**config.mk**
```make
export PLATFORM = sky130hd
export DESIGN_NAME = bloom_filter_unit
export DESIGN_NICKNAME = d
export VERILOG_FILES = /design/src/rtl/bloom_filter_unit.sv
export SDC_FILE = /design/constraint.sdc
export NUM_CORES = 1
export LEC_CHECK = 0
export BUFFER_PORTS_ARGS = -buffer_cell sky130_fd_sc_hd__buf_2
export CORE_AREA = 8 8 293 295
export CTS_CLUSTER_SIZE = 8
export DETAILED_ROUTE_END_ITERATION = 10
export DIE_AREA = 0 0 301 303
export PLACE_DENSITY = 0.5
export SLEW_MARGIN = 20
export SYNTH_ARGS = -nofsm -noshare
export SYNTH_HDL_FRONTEND = slang
export SYNTH_SLANG_ARGS = --single-unit
```
**constraint.sdc**
```tcl
create_clock -name clk -period 11.4 [get_ports clk]
set_clock_uncertainty 0.2 [all_clocks]
set_input_delay 0 -clock clk [delete_from_list [all_inputs] [get_ports clk]]
set_output_delay 0 -clock clk [all_outputs]
set_load 0.05 [all_outputs]
```
**src/rtl/bloom_filter_unit.sv**
```systemverilog
// rtl/bloom_filter_unit.sv - multi-cycle Bloom-filter coprocessor (insert/check/clear/count)
// Optional hit counter and opcode 00110 enabled by `define BLOOM_STATS_EN.
module bloom_filter_unit #(
  parameter int M_BITS = 256,
  parameter int K_HASH = 3,
  parameter int CNT_W  = 16
) (
  input  logic        clk,
  input  logic        rst,
  input  logic        custom_en,
  input  logic [4:0]  custom_op_ex,
  input  logic [31:0] custom_in_RS1,
  output logic        custom_busy,
  output logic        custom_valid,
  output logic [31:0] custom_result,
  output logic        custom_err
);

  localparam int IDX_W  = $clog2(M_BITS);
  localparam int WORDS  = M_BITS / 32;
  localparam int WA_W   = IDX_W - 5;
  localparam int NCHUNK = (32 + IDX_W - 1) / IDX_W;

  localparam logic [4:0] OP_INSERT = 5'b00001;
  localparam logic [4:0] OP_CLEAR  = 5'b00011;
  localparam logic [4:0] OP_CHECK  = 5'b00100;
  localparam logic [4:0] OP_COUNT  = 5'b00101;
  localparam logic [4:0] OP_HITS   = 5'b00110;

  typedef enum logic [2:0] {S_IDLE, S_INSERT, S_CHECK, S_CLEAR, S_DONE} state_t;

  state_t            r_state;
  state_t            w_next;
  logic [31:0]       r_mem [WORDS];
  logic [31:0]       r_key;
  logic [3:0]        r_i;
  logic [WA_W-1:0]   r_w;
  logic              r_new;
  logic [CNT_W-1:0]  r_cnt;
  logic [31:0]       r_result;
  logic              r_err;
  logic [IDX_W-1:0]  w_idx;
  logic [WA_W-1:0]   w_word;
  logic [4:0]        w_bitpos;
  logic [31:0]       w_rd;
  logic              w_bit;
  logic              w_last;
`ifdef BLOOM_STATS_EN
  logic [CNT_W-1:0]  r_hits;
`endif

  // Rotate, whiten with a per-hash golden-ratio multiple, then fold to IDX_W bits.
  function automatic logic [IDX_W-1:0] hash_idx(input logic [31:0] key, input int i);
    logic [4:0]       sh;
    logic [31:0]      k;
    logic [IDX_W-1:0] acc;
    sh  = 5'(7 * i);
    k   = (key << sh) | (key >> (6'd32 - {1'b0, sh}));
    k   = k ^ (32'h9E3779B9 * 32'(i + 1));
    acc = '0;
    for (int c = 0; c < NCHUNK; c++) acc = acc ^ IDX_W'(k >> (c * IDX_W));
    return acc;
  endfunction

  always_comb begin
    w_idx    = hash_idx(r_key, int'(r_i));
    w_word   = w_idx[IDX_W-1:5];
    w_bitpos = w_idx[4:0];
    w_rd     = r_mem[w_word];
    w_bit    = w_rd[w_bitpos];
    w_last   = (r_i == 4'(K_HASH - 1));
  end

  always_ff @(posedge clk or posedge rst) begin
    if (rst) r_state <= S_IDLE;
    else     r_state <= w_next;
  end

  always_comb begin
    w_next       = r_state;
    custom_busy  = 1'b0;
    custom_valid = 1'b0;
    case (r_state)
      S_IDLE: begin
        if (custom_en) begin
          case (custom_op_ex)
            OP_INSERT: w_next = S_INSERT;
            OP_CHECK:  w_next = S_CHECK;
            OP_CLEAR:  w_next = S_CLEAR;
            default:   w_next = S_DONE;
          endcase
        end
      end
      S_INSERT: begin
        custom_busy = 1'b1;
        if (w_last) w_next = S_DONE;
      end
      S_CHECK: begin
        custom_busy = 1'b1;
        if (!w_bit || w_last) w_next = S_DONE;
      end
      S_CLEAR: begin
        custom_busy = 1'b1;
        if (r_w == '1) w_next = S_DONE;
      end
      S_DONE: begin
        custom_valid = 1'b1;
        w_next       = S_IDLE;
      end
      default: w_next = S_IDLE;
    endcase
  end

  // Result/err only change on the edge that enters DONE, so they hold between pulses.
  always_ff @(posedge clk or posedge rst) begin
    if (rst) begin
      for (int n = 0; n < WORDS; n++) r_mem[n] <= '0;
      r_key    <= '0;
      r_i      <= '0;
      r_w      <= '0;
      r_new    <= 1'b0;
      r_cnt    <= '0;
      r_result <= '0;
      r_err    <= 1'b0;
`ifdef BLOOM_STATS_EN
      r_hits   <= '0;
`endif
    end else begin
      case (r_state)
        S_IDLE: begin
          if (custom_en) begin
            r_key <= custom_in_RS1;
            r_i   <= '0;
            r_w   <= '0;
            r_new <= 1'b0;
            case (custom_op_ex)
              OP_INSERT, OP_CHECK, OP_CLEAR: ;
              OP_COUNT: begin
                r_result <= 32'(r_cnt);
                r_err    <= 1'b0;
              end
`ifdef BLOOM_STATS_EN
              OP_HITS: begin
                r_result <= 32'(r_hits);
                r_err    <= 1'b0;
              end
`endif
              default: begin
                r_result <= '0;
                r_err    <= 1'b1;
              end
            endcase
          end
        end
        S_INSERT: begin
          r_mem[w_word] <= w_rd | (32'd1 << w_bitpos);
          r_i           <= r_i + 4'd1;
          if (!w_bit) r_new <= 1'b1;
          if (w_last) begin
            r_result <= {31'd0, !r_new && w_bit};
            r_err    <= 1'b0;
            if ((r_new || !w_bit) && r_cnt != '1) r_cnt <= r_cnt + CNT_W'(1);
          end
        end
        S_CHECK: begin
          r_i <= r_i + 4'd1;
          if (!w_bit) begin
            r_result <= '0;
            r_err    <= 1'b0;
          end else if (w_last) begin
            r_result <= 32'd1;
            r_err    <= 1'b0;
`ifdef BLOOM_STATS_EN
            if (r_hits != '1) r_hits <= r_hits + CNT_W'(1);
`endif
          end
        end
        S_CLEAR: begin
          r_mem[r_w] <= '0;
          r_w        <= r_w + WA_W'(1);
          if (r_w == '1) begin
            r_result <= '0;
            r_err    <= 1'b0;
          end
        end
        default: ;
      endcase
    end
  end

  assign custom_result = r_result;
  assign custom_err    = r_err;

endmodule

```
==> impl_metrics.toml <==
[critical_path]
rr_startpoint = "r_i[2]"
rr_worst_depth = 26
cp-end-kind = "flop"
critPathLaunchType = "flop"
rr_endpoint = "r_state[1]"
path_buf_inv = 3
cp_data_arrival_time_ns = 10.38
setup.worst_path.class = "reg -> reg"
rrSetupSlack_ns = 1.34
crit_family = "compound AO/OA/AOI/OAI gates"
critPathLaunch = "r_i[2]"
slowest_delay_ns = 1.12
cpMaxStageDelayCell = "and4_4"
cp_max_fo = 79
cp.required_ns = 11.72

[sta]
setup_viol_count_final = 0
clock.fmax_mhz = 99.37
whs_ns = 0.01977
finalCritPeriodShare = 0.8828
setup-tns-final_ns = 0
hold_violations = 0
tightest_slew_ns = 1.161
period_needed_ns = 10.06
rsz0062_at_grt = "no"
drv_slew = 0
relSlewSlack = 0.2242

[logic_synthesis]
synth_seq_area_share = 0.3441
synth_flop_cell = "dfrtp_1"
syn_avg_cell_area_um2 = 9.540
yosysTopAreaCellShare = 0.3441
synth-edff-count = 0
synthArstFlopShare = 1.000
synth_warnings = 0
synth_cell_types = 89
yosys.area.top_type = "dfrtp_1"
post-synth-top-count-cell = "nor2_1"
syn_inst = 2531
ys_top_cells_by_area = "dfrtp_1, mux4_2, o22a_1, nor2_1, mux2i_1"
ys_seq_elements = 332
synth_commonest_cells = "nor2_1, dfrtp_1, o22a_1, nand2_1, mux2i_1"
syn_area_um2 = 24150

[min_path]
min_from = "custom_in_RS1[1]"
hold_path.class = "in -> reg"
worst_hold_path.endpoint = "r_key[1]"
hold_depth = 3

[floorplanning]
row_count = 105
num_io_pins = 75
initial_core_util = 0.2974
die_h_um = 303
die_w_um = 301
die_area_um2 = 91200
core_area_um2 = 81190

[finish]
nets = 2696
utilization = 0.3373
fillers = 8286
drive_gt1_frac = 0.1465
syn_to_final_growth_pct = 13.42
final_cell_count_no_fill = 3653

[clock_tree]
clock_path_buffers = 3
cts_sinks = 332
h-tree-depth = 2
cts_tree = "done"
post_cts_buffers = 0
cts-root-buf = "clkbuf_16"
clk_latency_ns = 0.58
cts_made_buffers = 47
cts.reportedPaths.clkPinSlew_ns = 0.05

[global_routing]
grt_pass1_vias = 21570
grt.total_usage = 0.1960
grt_start_max_net_pins = 100
grt_pass1_wl_um = 139400
gr-total-overflow = 0
antenna_found_initial = 1

[detailed_routing]
routedWlPerCell_um = 25.24
dr.pass1.iters = 5
ant_nets = 0
first_iter_violations = 2335
vias = 21610
drt-total-wl_um = 92190
drc_errors = 0
vias_per_cell = 5.914

[place]
placed_cells = 3524
io_buffers = 58
dp_hpwl_um = 61810
gp_congestion = 0.9013

[outcome]
outcome = "finished, final reports clean"

[job]
max_cap_viol_count = 0
how the worst max path moves through the flow:
stage               depth (start not counted)               end
finish                                     26        r_state[1]
global route                               26        r_state[1]
CTS                                        26        r_state[1]
detailed placement                         26  custom_result[0]
global placement                           26  custom_result[0]
floorplan                                  35  custom_result[0]
cell usage in the layout, fill, tap and decap left out, drive strengths merged, types with 11 or more instances in the layout:
cell type / netlist / final
nand2b: 17 / 17
o22a: 186 / 186
dlygate4sd3: 0 / 68
a21o: 24 / 24
a221oi: 12 / 12
xnor2: 69 / 69
nand3: 40 / 40
o22ai: 22 / 22
and2: 23 / 23
inv: 67 / 70
clkbuf: 130 / 55
buf: 87 / 127
o31ai: 13 / 13
nor3: 31 / 31
conb: 1 / 16
and3: 17 / 17
o21a: 13 / 13
a311oi: 11 / 11
fa: 22 / 22
nor4: 13 / 13
a31oi: 12 / 12
nor2: 429 / 429
a211oi: 40 / 40
mux2i: 137 / 137
mux2: 72 / 72
a21oi: 123 / 123
a41oi: 12 / 12
dfrtp: 332 / 332
mux4: 88 / 88
o21ai: 63 / 63
ha: 57 / 57
nand2: 168 / 168
or3: 12 / 12
nor2b: 11 / 11
o211ai: 21 / 21
repair_timing:
item | in CTS | in global routing
gates resized for setup | 0 | 0
hold buffers | 68 | 0
hold endpoints to repair | 150 | 0
worst reg2reg max path, stage by stage, from the launching register on:
cell,delay (ns)
dfrtp_1,0.60
ha_1,0.23
nand2_1,0.06
xnor2_1,0.37
inv_1,0.23
fa_1,0.59
fa_1,0.51
ha_1,0.31
ha_1,0.57
xnor3_1,0.30
xnor2_1,0.19
xnor3_1,0.39
or4_4,0.45
a211oi_2,0.26
a211oi_1,0.11
o211ai_1,0.64
and4_4,1.13
a211oi_1,0.24
a311oi_1,0.43
nor3_1,0.14
o32ai_1,0.42
a211oi_1,0.13
o22a_1,0.28
buf_4,0.23
a2bb2oi_1,0.17
o32ai_1,0.23
dlygate4sd3_1,0.59
metal layers:
layer	global-route usage	share of wire	vias up	wire length, um
li1	-	-	9405	-
met1	0.2683	0.43	11060	39890
met2	0.3178	0.47	947	43100
met3	0.02525	0.067	195	6213
met4	0.06763	0.032	0	2984
met5	0	0	-	0
state kept, by name (all words and copies together), names as in the netlist:
| name | cells |
|---|---|
| r_w | 3 |
| r_i | 4 |
| r_state | 3 |
| r_new | 1 |
| r_mem | 256 |
| custom_err | 1 |
| r_key | 32 |
| custom_result | 16 |
| r_cnt | 16 |
cell type report:
cell class              instances  area (um^2)  area share
multi-input cells            1926        14690      0.5363
flip-flops and latches        332         8312      0.3035
repair buffers                199         1538     0.05615
well taps                    1070         1339     0.04889
clock buffers                  51         1201     0.04386
inverters                      71        274.0     0.01001
clock inverters                 2        28.78    0.001051
diodes                          2        5.005   0.0001828
kinds of logic after synthesis:
kind of cell             synth area share
other                           0.0001553
AND/OR/NAND/NOR                    0.1409
XOR/XNOR                          0.03493
flip-flops                         0.3441
buffers and inverters             0.05653
adder cells (fa/ha/maj)           0.04778
multiplexers                       0.1728
AO/OA/AOI/OAI                      0.2029
stage by stage:
step | instance area [um^2] | setup slack [ns]
global placement | 25370 | 1.807
CTS | 27290 | 1.449
finish | 27390 | 1.337
detailed placement | 25380 | 1.589
global route | 27380 | 0.7930
floorplan | 24200 | 1.360
Power is left out: the tool's default activity adds up to more than one toggle a clock period on the data nets, which glitch-free logic cannot reach.
